===== src/rtl/multicycle_control.sv =====
// -----------------------------------------------------------------------------
// multicycle_control
//   Moore FSM sequencing a multicycle CPU datapath, one instruction per 3-5
//   cycles. Opcode/Funct are sampled in DECODE and held internally so later
//   states do not depend on the instruction register. Unknown instructions
//   park the controller in TRAP (sticky Illegal) until Reset.
//
//   Every output is registered from the next-state decode, so the outputs
//   always equal a pure decode of the state register and never glitch.
//
// Optional feature (macro PERF_CNT_EN):
//   defined   : Instr_count counts retired instructions (wraps at 2^32).
//   undefined : Instr_count is tied to 0, no counter is built.
//
// Ports:
//   Clock        in   system clock, rising edge
//   Reset        in   asynchronous, active-high reset (forces IDLE)
//   Run          in   start request, examined only in IDLE
//   Opcode[5:0]  in   instruction[31:26]
//   Funct[5:0]   in   instruction[5:0], decoded only for Opcode 0x00
//   PC_write, Branch, PC_src, Reg_write, Mem_to_reg, Reg_dst, IorD,
//   Mem_write, IR_write, ALU_src_a        out  datapath strobes
//   ALU_src_b[1:0]    out  0 reg B, 1 const 1, 2 sign-ext imm, 3 zero-ext imm
//   ALU_control[2:0]  out  000 AND, 001 OR, 010 ADD, 110 SUB, 111 SLT
//   Illegal           out  sticky trap flag
//   State[STATE_W-1:0] out current state code (debug)
//   Instr_count[31:0] out  retired-instruction count
// -----------------------------------------------------------------------------
module multicycle_control #(
  parameter int unsigned STATE_W = 4
) (
  input  logic               Clock,
  input  logic               Reset,
  input  logic               Run,
  input  logic [5:0]         Opcode,
  input  logic [5:0]         Funct,
  output logic               PC_write,
  output logic               Branch,
  output logic               PC_src,
  output logic               Reg_write,
  output logic               Mem_to_reg,
  output logic               Reg_dst,
  output logic               IorD,
  output logic               Mem_write,
  output logic               IR_write,
  output logic               ALU_src_a,
  output logic [1:0]         ALU_src_b,
  output logic [2:0]         ALU_control,
  output logic               Illegal,
  output logic [STATE_W-1:0] State,
  output logic [31:0]        Instr_count
);

  localparam int unsigned OP_W  = 6;
  localparam int unsigned ALU_W = 3;
  localparam int unsigned SRC_W = 2;
  localparam int unsigned CNT_W = 32;

  localparam logic [OP_W-1:0] OP_RTYPE = 6'h00;
  localparam logic [OP_W-1:0] OP_BEQ   = 6'h04;
  localparam logic [OP_W-1:0] OP_ADDI  = 6'h08;
  localparam logic [OP_W-1:0] OP_ORI   = 6'h0D;
  localparam logic [OP_W-1:0] OP_LW    = 6'h23;
  localparam logic [OP_W-1:0] OP_SW    = 6'h2B;

  localparam logic [OP_W-1:0] FN_ADD = 6'h20;
  localparam logic [OP_W-1:0] FN_SUB = 6'h22;
  localparam logic [OP_W-1:0] FN_AND = 6'h24;
  localparam logic [OP_W-1:0] FN_OR  = 6'h25;
  localparam logic [OP_W-1:0] FN_SLT = 6'h2A;

  localparam logic [ALU_W-1:0] ALU_AND = 3'b000;
  localparam logic [ALU_W-1:0] ALU_OR  = 3'b001;
  localparam logic [ALU_W-1:0] ALU_ADD = 3'b010;
  localparam logic [ALU_W-1:0] ALU_SUB = 3'b110;
  localparam logic [ALU_W-1:0] ALU_SLT = 3'b111;

  localparam logic [SRC_W-1:0] SRC_B_REG  = 2'd0;
  localparam logic [SRC_W-1:0] SRC_B_ONE  = 2'd1;
  localparam logic [SRC_W-1:0] SRC_B_SEXT = 2'd2;
  localparam logic [SRC_W-1:0] SRC_B_ZEXT = 2'd3;

  typedef enum logic [STATE_W-1:0] {
    S_IDLE     = STATE_W'(0),
    S_FETCH    = STATE_W'(1),
    S_DECODE   = STATE_W'(2),
    S_EXEC_R   = STATE_W'(3),
    S_WB_R     = STATE_W'(4),
    S_MEM_ADDR = STATE_W'(5),
    S_MEM_RD   = STATE_W'(6),
    S_WB_MEM   = STATE_W'(7),
    S_MEM_WR   = STATE_W'(8),
    S_BRANCH   = STATE_W'(9),
    S_EXEC_I   = STATE_W'(10),
    S_WB_I     = STATE_W'(11),
    S_TRAP     = STATE_W'(12)
  } state_e;

  state_e          state_q, state_d;
  logic [OP_W-1:0] op_q, op_d;
  logic [OP_W-1:0] fn_q, fn_d;

  logic               pc_write_q,   pc_write_d;
  logic               branch_q,     branch_d;
  logic               pc_src_q,     pc_src_d;
  logic               reg_write_q,  reg_write_d;
  logic               mem_to_reg_q, mem_to_reg_d;
  logic               reg_dst_q,    reg_dst_d;
  logic               iord_q,       iord_d;
  logic               mem_write_q,  mem_write_d;
  logic               ir_write_q,   ir_write_d;
  logic               alu_src_a_q,  alu_src_a_d;
  logic [SRC_W-1:0]   alu_src_b_q,  alu_src_b_d;
  logic [ALU_W-1:0]   alu_ctl_q,    alu_ctl_d;
  logic               illegal_q,    illegal_d;

  // R-type funct codes the datapath supports
  function automatic logic funct_ok(input logic [OP_W-1:0] f);
    return (f == FN_ADD) || (f == FN_SUB) || (f == FN_AND) ||
           (f == FN_OR)  || (f == FN_SLT);
  endfunction

  // R-type funct to ALU operation
  function automatic logic [ALU_W-1:0] r_alu(input logic [OP_W-1:0] f);
    logic [ALU_W-1:0] a;
    a = ALU_ADD;
    case (f)
      FN_SUB:  a = ALU_SUB;
      FN_AND:  a = ALU_AND;
      FN_OR:   a = ALU_OR;
      FN_SLT:  a = ALU_SLT;
      default: a = ALU_ADD;
    endcase
    return a;
  endfunction

  // State, latched opcode and latched funct
  always_ff @(posedge Clock or posedge Reset) begin
    if (Reset) begin
      state_q <= S_IDLE;
      op_q    <= '0;
      fn_q    <= '0;
    end else begin
      state_q <= state_d;
      op_q    <= op_d;
      fn_q    <= fn_d;
    end
  end

  // Next-state logic; instruction fields are captured only in DECODE
  always_comb begin
    state_d = state_q;
    op_d    = op_q;
    fn_d    = fn_q;
    case (state_q)
      S_IDLE:     if (Run) state_d = S_FETCH;
      S_FETCH:    state_d = S_DECODE;
      S_DECODE: begin
        op_d = Opcode;
        fn_d = Funct;
        if (Opcode == OP_RTYPE)
          state_d = funct_ok(Funct) ? S_EXEC_R : S_TRAP;
        else if ((Opcode == OP_LW) || (Opcode == OP_SW))
          state_d = S_MEM_ADDR;
        else if (Opcode == OP_BEQ)
          state_d = S_BRANCH;
        else if ((Opcode == OP_ADDI) || (Opcode == OP_ORI))
          state_d = S_EXEC_I;
        else
          state_d = S_TRAP;
      end
      S_EXEC_R:   state_d = S_WB_R;
      S_WB_R:     state_d = S_FETCH;
      S_MEM_ADDR: begin
        if (op_q == OP_LW)      state_d = S_MEM_RD;
        else if (op_q == OP_SW) state_d = S_MEM_WR;
        else                    state_d = S_TRAP;
      end
      S_MEM_RD:   state_d = S_WB_MEM;
      S_WB_MEM:   state_d = S_FETCH;
      S_MEM_WR:   state_d = S_FETCH;
      S_BRANCH:   state_d = S_FETCH;
      S_EXEC_I:   state_d = S_WB_I;
      S_WB_I:     state_d = S_FETCH;
      S_TRAP:     state_d = S_TRAP;
      default:    state_d = S_TRAP;
    endcase
  end

  // Output decode of the upcoming state, registered below so the outputs
  // track the state register exactly
  always_comb begin
    pc_write_d   = 1'b0;
    branch_d     = 1'b0;
    pc_src_d     = 1'b0;
    reg_write_d  = 1'b0;
    mem_to_reg_d = 1'b0;
    reg_dst_d    = 1'b0;
    iord_d       = 1'b0;
    mem_write_d  = 1'b0;
    ir_write_d   = 1'b0;
    alu_src_a_d  = 1'b0;
    alu_src_b_d  = SRC_B_REG;
    alu_ctl_d    = ALU_AND;
    illegal_d    = 1'b0;
    case (state_d)
      S_FETCH: begin
        ir_write_d  = 1'b1;
        alu_src_a_d = 1'b1;
        alu_src_b_d = SRC_B_ONE;
        alu_ctl_d   = ALU_ADD;
        pc_write_d  = 1'b1;
      end
      S_DECODE: begin
        alu_src_a_d = 1'b1;
        alu_src_b_d = SRC_B_SEXT;
        alu_ctl_d   = ALU_ADD;
      end
      S_EXEC_R: alu_ctl_d = r_alu(fn_d);
      S_WB_R: begin
        reg_write_d = 1'b1;
        reg_dst_d   = 1'b1;
      end
      S_MEM_ADDR: begin
        alu_src_b_d = SRC_B_SEXT;
        alu_ctl_d   = ALU_ADD;
      end
      S_MEM_RD:   iord_d = 1'b1;
      S_WB_MEM: begin
        reg_write_d  = 1'b1;
        mem_to_reg_d = 1'b1;
      end
      S_MEM_WR: begin
        iord_d      = 1'b1;
        mem_write_d = 1'b1;
      end
      S_BRANCH: begin
        alu_ctl_d = ALU_SUB;
        branch_d  = 1'b1;
        pc_src_d  = 1'b1;
      end
      S_EXEC_I: begin
        if (op_d == OP_ORI) begin
          alu_src_b_d = SRC_B_ZEXT;
          alu_ctl_d   = ALU_OR;
        end else begin
          alu_src_b_d = SRC_B_SEXT;
          alu_ctl_d   = ALU_ADD;
        end
      end
      S_WB_I:     reg_write_d = 1'b1;
      S_TRAP:     illegal_d   = 1'b1;
      default: ;
    endcase
  end

  // Output registers; reset clears every strobe at once
  always_ff @(posedge Clock or posedge Reset) begin
    if (Reset) begin
      pc_write_q   <= 1'b0;
      branch_q     <= 1'b0;
      pc_src_q     <= 1'b0;
      reg_write_q  <= 1'b0;
      mem_to_reg_q <= 1'b0;
      reg_dst_q    <= 1'b0;
      iord_q       <= 1'b0;
      mem_write_q  <= 1'b0;
      ir_write_q   <= 1'b0;
      alu_src_a_q  <= 1'b0;
      alu_src_b_q  <= SRC_B_REG;
      alu_ctl_q    <= ALU_AND;
      illegal_q    <= 1'b0;
    end else begin
      pc_write_q   <= pc_write_d;
      branch_q     <= branch_d;
      pc_src_q     <= pc_src_d;
      reg_write_q  <= reg_write_d;
      mem_to_reg_q <= mem_to_reg_d;
      reg_dst_q    <= reg_dst_d;
      iord_q       <= iord_d;
      mem_write_q  <= mem_write_d;
      ir_write_q   <= ir_write_d;
      alu_src_a_q  <= alu_src_a_d;
      alu_src_b_q  <= alu_src_b_d;
      alu_ctl_q    <= alu_ctl_d;
      illegal_q    <= illegal_d;
    end
  end

  assign PC_write    = pc_write_q;
  assign Branch      = branch_q;
  assign PC_src      = pc_src_q;
  assign Reg_write   = reg_write_q;
  assign Mem_to_reg  = mem_to_reg_q;
  assign Reg_dst     = reg_dst_q;
  assign IorD        = iord_q;
  assign Mem_write   = mem_write_q;
  assign IR_write    = ir_write_q;
  assign ALU_src_a   = alu_src_a_q;
  assign ALU_src_b   = alu_src_b_q;
  assign ALU_control = alu_ctl_q;
  assign Illegal     = illegal_q;
  assign State       = state_q;

`ifdef PERF_CNT_EN
  logic [CNT_W-1:0] cnt_q, cnt_d;
  logic             retire_c;

  // An instruction retires on the edge leaving its final state
  assign retire_c = (state_q == S_WB_R)   || (state_q == S_WB_MEM) ||
                    (state_q == S_MEM_WR) || (state_q == S_BRANCH) ||
                    (state_q == S_WB_I);
  assign cnt_d    = retire_c ? cnt_q + CNT_W'(1) : cnt_q;

  always_ff @(posedge Clock or posedge Reset) begin
    if (Reset) cnt_q <= '0;
    else       cnt_q <= cnt_d;
  end

  assign Instr_count = cnt_q;
`else
  assign Instr_count = '0;
`endif

endmodule


===== config.mk =====
export PLATFORM = sky130hd
export DESIGN_NAME = multicycle_control
export DESIGN_NICKNAME = d
export VERILOG_FILES = /design/src/rtl/multicycle_control.sv
export SDC_FILE = /design/constraint.sdc
export NUM_CORES = 1
export LEC_CHECK = 0
export CAP_MARGIN = 40
export CORE_ASPECT_RATIO = 0.8
export CORE_MARGIN = 2
export CORE_UTILIZATION = 25
export DETAILED_ROUTE_END_ITERATION = 8
export REMOVE_ABC_BUFFERS = 1
export SLEW_MARGIN = 15
export SYNTH_ARGS = -nofsm -noshare
export SYNTH_HDL_FRONTEND = slang
export SYNTH_SLANG_ARGS = --single-unit

===== constraint.sdc =====
create_clock -name Clock -period 7.9 [get_ports Clock]
set_clock_uncertainty 0.2 [all_clocks]
set_input_delay 0.79 -clock Clock [delete_from_list [all_inputs] [get_ports Clock]]
set_output_delay 0.79 -clock Clock [all_outputs]
set_load 0.02 [all_outputs]

==> key figures <==
Worst setup path
  – Path type of the worst setup path: in -> reg
  – CP required: between 7 and 8 ns
  – Worst Reg2Reg Path Length in Cells: 6
  – Reg-to-reg startpoint: State[0]$_DFF_PP0_
  – Max stage delay on crit path: between 0.6 and 0.7 ns
  – Ordered list of cells on the worst path: clkdlybuf4s50_1, or4_4, a311o_1, and3_4, or2_0, or4_4, a21oi_2
  – Worst setup EP type: flip-flop
  – Worst flop-to-flop path endpoint: ALU_src_b[0]$_DFF_PP0_
  – CP Launch Type: primary input
  – Maximum fanout along the worst path: 10
  – Worst EP arrival: 3.56 ns
  – Slowest CP cell: or4_4
  – Most frequent cell on the critical path: or4_4
  – Flop-to-flop setup slack: 4.71 ns

Hold path
  – Startpoint of the tightest hold check path: fn_q[4]$_DFF_PP0_
  – Endpoint of the worst hold-timing path: fn_q[4]$_DFF_PP0_
  – Tightest Hold Check Type: reg -> reg
  – Number of stages on the worst hold path: 1

Place
  – Final Wtd Congestion: 0.818
  – Total placed instance area: 0.00211 sq mm
  – Post-placement cell count: 297
  – Buffers added on ports: 34
  – Half-perimeter wire length of the detailed placement result: 2810 um
  – Worst Setup Slack post-DPL: 4.10 ns

Timing
  – Setup TNS: 0 ns
  – Clock period minus worst slack: 3.55 ns
  – PnR worst setup slack: 4.35 ns
  – Normalized max-slew margin: between 50% and 60%
  – Maximum operating frequency: 282 MHz
  – Setup repair after global routing missed its margin: false
  – Max-slew violations: 0
  – Slew at the pin closest to its max-slew limit: 0.607 ns
  – Endpoints failing setup: 0
  – Endpoints failing hold: 0
  – Period utilisation layout: approximately 45%

Yosys
  – Post-synth top area share: roughly two fifths
  – Number of library cell types mapped by synthesis: 45
  – Fraction of synthesis flops using an asynchronous set or reset pin: 100%
  – Top area cells in the synthesized netlist: dfrtp_1 (41%), buf_4 (14%), mux2_2 (7.4%), mux2i_1 (2.8%), nand2_1 (2.5%)
  – Netlist area before placement: 0.00181 sq mm
  – Number of enable-type register cells in the synthesized netlist: 0
  – Number of standard cells after synthesis: 184
  – Primary flip-flop cell chosen by synthesis mapping: dfrtp_1
  – Post-synthesis area per instance: 9.86 sq um
  – Post-synthesis register bit count: 30
  – Most area-hungry cell type in the Yosys netlist: dfrtp_1
  – Yosys warning total: 0
  – Fraction of the yosys area taken by sequential cells: 41.4%

GRT
  – Congestion Overflow GR: 0
  – Antenna violations before repair: 0
  – Via count of the first global-routing pass: 1198
  – Wire length of the first global-routing pass: around 6000 um
  – Maximum number of pins on one net before global-route repair: 31
  – GRT Total Usage: 9.65%

Clocking
  – Clock network latency to the later pin of the worst-skew pair: about 0.28 ns
  – Clock tree from TritonCTS: done
  – Maximum buffer depth of the clock tree: 2
  – Number of levels in the clock H-tree: 2
  – Clock tree root driver cell: clkbuf_8
  – Cts repair resizes: 0
  – Total CTS buffers: 5
  – Buffers inserted by post-CTS timing repair: 0
  – Clock-pin slew on the worst setup and hold paths: ~0.060 ns
  – Post-CTS Hold Buffers: 0
  – Clock net sink count: 30

Flow run
  – Max-capacitance violation count: 0

Floorplan
  – Die boundary height: 80.2 um
  – Floorplan die width: roughly 99 um
  – Number of placed I/O pins: 67
  – Effective utilization at floorplan: 26.1%
  – Placeable core region: between 0.006 and 0.007 sq mm
  – Count of standard-cell rows: 27
  – Die outline area: 0.00796 sq mm

Finish
  – Post-route design area: 0.00220 sq mm
  – Final net count: 232
  – Number of inserted filler cells in the final layout: between 700 and 800
  – Antenna diode count: 0
  – Area used by sequential logic in the layout: 751 sq um
  – Most common library cell in the layout ignoring fill and taps: clkdlybuf4s50_1
  – Non-filler cells in the finished layout: 305
  – Top library cells by usage in the layout, fill and taps aside: clkdlybuf4s50_1 (34), conb_1 (32), dfrtp_1 (30), mux2_2 (12), nand2_1 (12)
  – Area of the multi-input gates: 861 sq um
  – Layout-stage area growth over the synthesis result: 21.5%
  – Layout cells sized above 1: 13.3%

Detailed routing
  – Length of the first detailed-routing pass in iterations: 4
  – DRC violations left: 0
  – Wirelength, routed: 3630 um
  – Number of DRC markers in iteration 0: 74
  – Number of vias in the routed layout: 1331
  – Via/cell ratio: 4.36
  – Remaining number of nets flagged by the antenna check after routing: 0
  – Wire length per cell: around 12 um

Power
  – Cell Pwr Density: 353 mW/mm^2
  – Leakage power total: 0.000949 uW
  – Worst vdd rail ir drop: 0.0977 mV

Outcome
  – Run status: finished clean
-- per-stage QoR --
stage          hold slack [ns]  util, %  power, uW
3_5_place_dp             0.299     30.3        655
2_1_floorplan            0.272        -        516
4_1_cts                  0.315     31.7        787
3_3_place_gp             0.289     30.2        646
6_report                 0.312     31.7        779
5_1_grt                  0.337     31.7        839
-- worst max-delay path by stage --
stage	cells after the start	end	slack, ns	start
2_1_floorplan	5	ALU_src_b[0]$_DFF_PP0_	4.79	State[0]$_DFF_PP0_
3_3_place_gp	7	ALU_src_b[0]$_DFF_PP0_	4.15	Opcode[0]
3_5_place_dp	7	ALU_src_b[0]$_DFF_PP0_	4.10	Opcode[0]
4_1_cts	7	ALU_src_b[0]$_DFF_PP0_	4.40	Opcode[0]
5_1_grt	7	ALU_src_b[0]$_DFF_PP0_	4.24	Opcode[0]
6_report	7	ALU_src_b[0]$_DFF_PP0_	4.35	Opcode[0]
-- synth_stat cells (all sizes together) (2+ instances only) --
| library cell | n |
|---|---|
| buf | 36 |
| dfrtp | 30 |
| mux2 | 12 |
| nand2 | 12 |
| inv | 8 |
| nand3 | 8 |
| nor2 | 8 |
| a21oi | 5 |
| clkbuf | 5 |
| mux2i | 5 |
| nor2b | 5 |
| or3 | 5 |
| o21ai | 4 |
| or4 | 4 |
| nor3 | 3 |
| nor3b | 3 |
| xor2 | 3 |
| a31oi | 2 |
| and3 | 2 |
| nand2b | 2 |
| nor4b | 2 |
| o211a | 2 |
| o21a | 2 |
| o22ai | 2 |
-- power by group --
group          internal (uW)  total (uW)  switching, uW
sequential               218         277           58.8
combinational            170         374            204
clock                   69.9         128           58.6
-- routing by layer --
layer  track usage (%)  wire [um]  vias to the layer above  part of all wire [%]
li1                  -          -                      644                     -
met1              13.5       1700                      628                    47
met2              13.6       1580                       56                    44
met3              3.39        320                        3                   8.8
met4              3.29         27                        0                  0.74
met5                 0          0                        -                     0
-- logic make-up (layout without fill, tap and decap cells) --
family,after synthesis,after routing,synth area share [%]
muxes,17,17,10.2
other,1,32,0.207
DFF,30,30,41.4
xor gates and xnor gates,3,3,1.45
and+or+nand+nor,59,59,19.4
AOI/OAI and AO/OA,25,25,9.72
buffers and inverters,49,52,17.6
-- final cells by class --
class	count	share of cell area [%]
well taps	87	4.94
repair buffers	36	16.3
clock buffers	6	3.75
inverters	8	1.36
clock inverters	2	0.568
multi-input cells	136	39.0
flip-flops and latches	30	34.1
-- worst max-delay path: cells and delay by family --
family / cells / cell delay, ns
AND/OR/NAND/NOR: 4 / 1.74
buffers and inverters: 1 / 0.51
AO/OA/AOI/OAI: 2 / 0.52
Power figures use the tool's default switching activity.
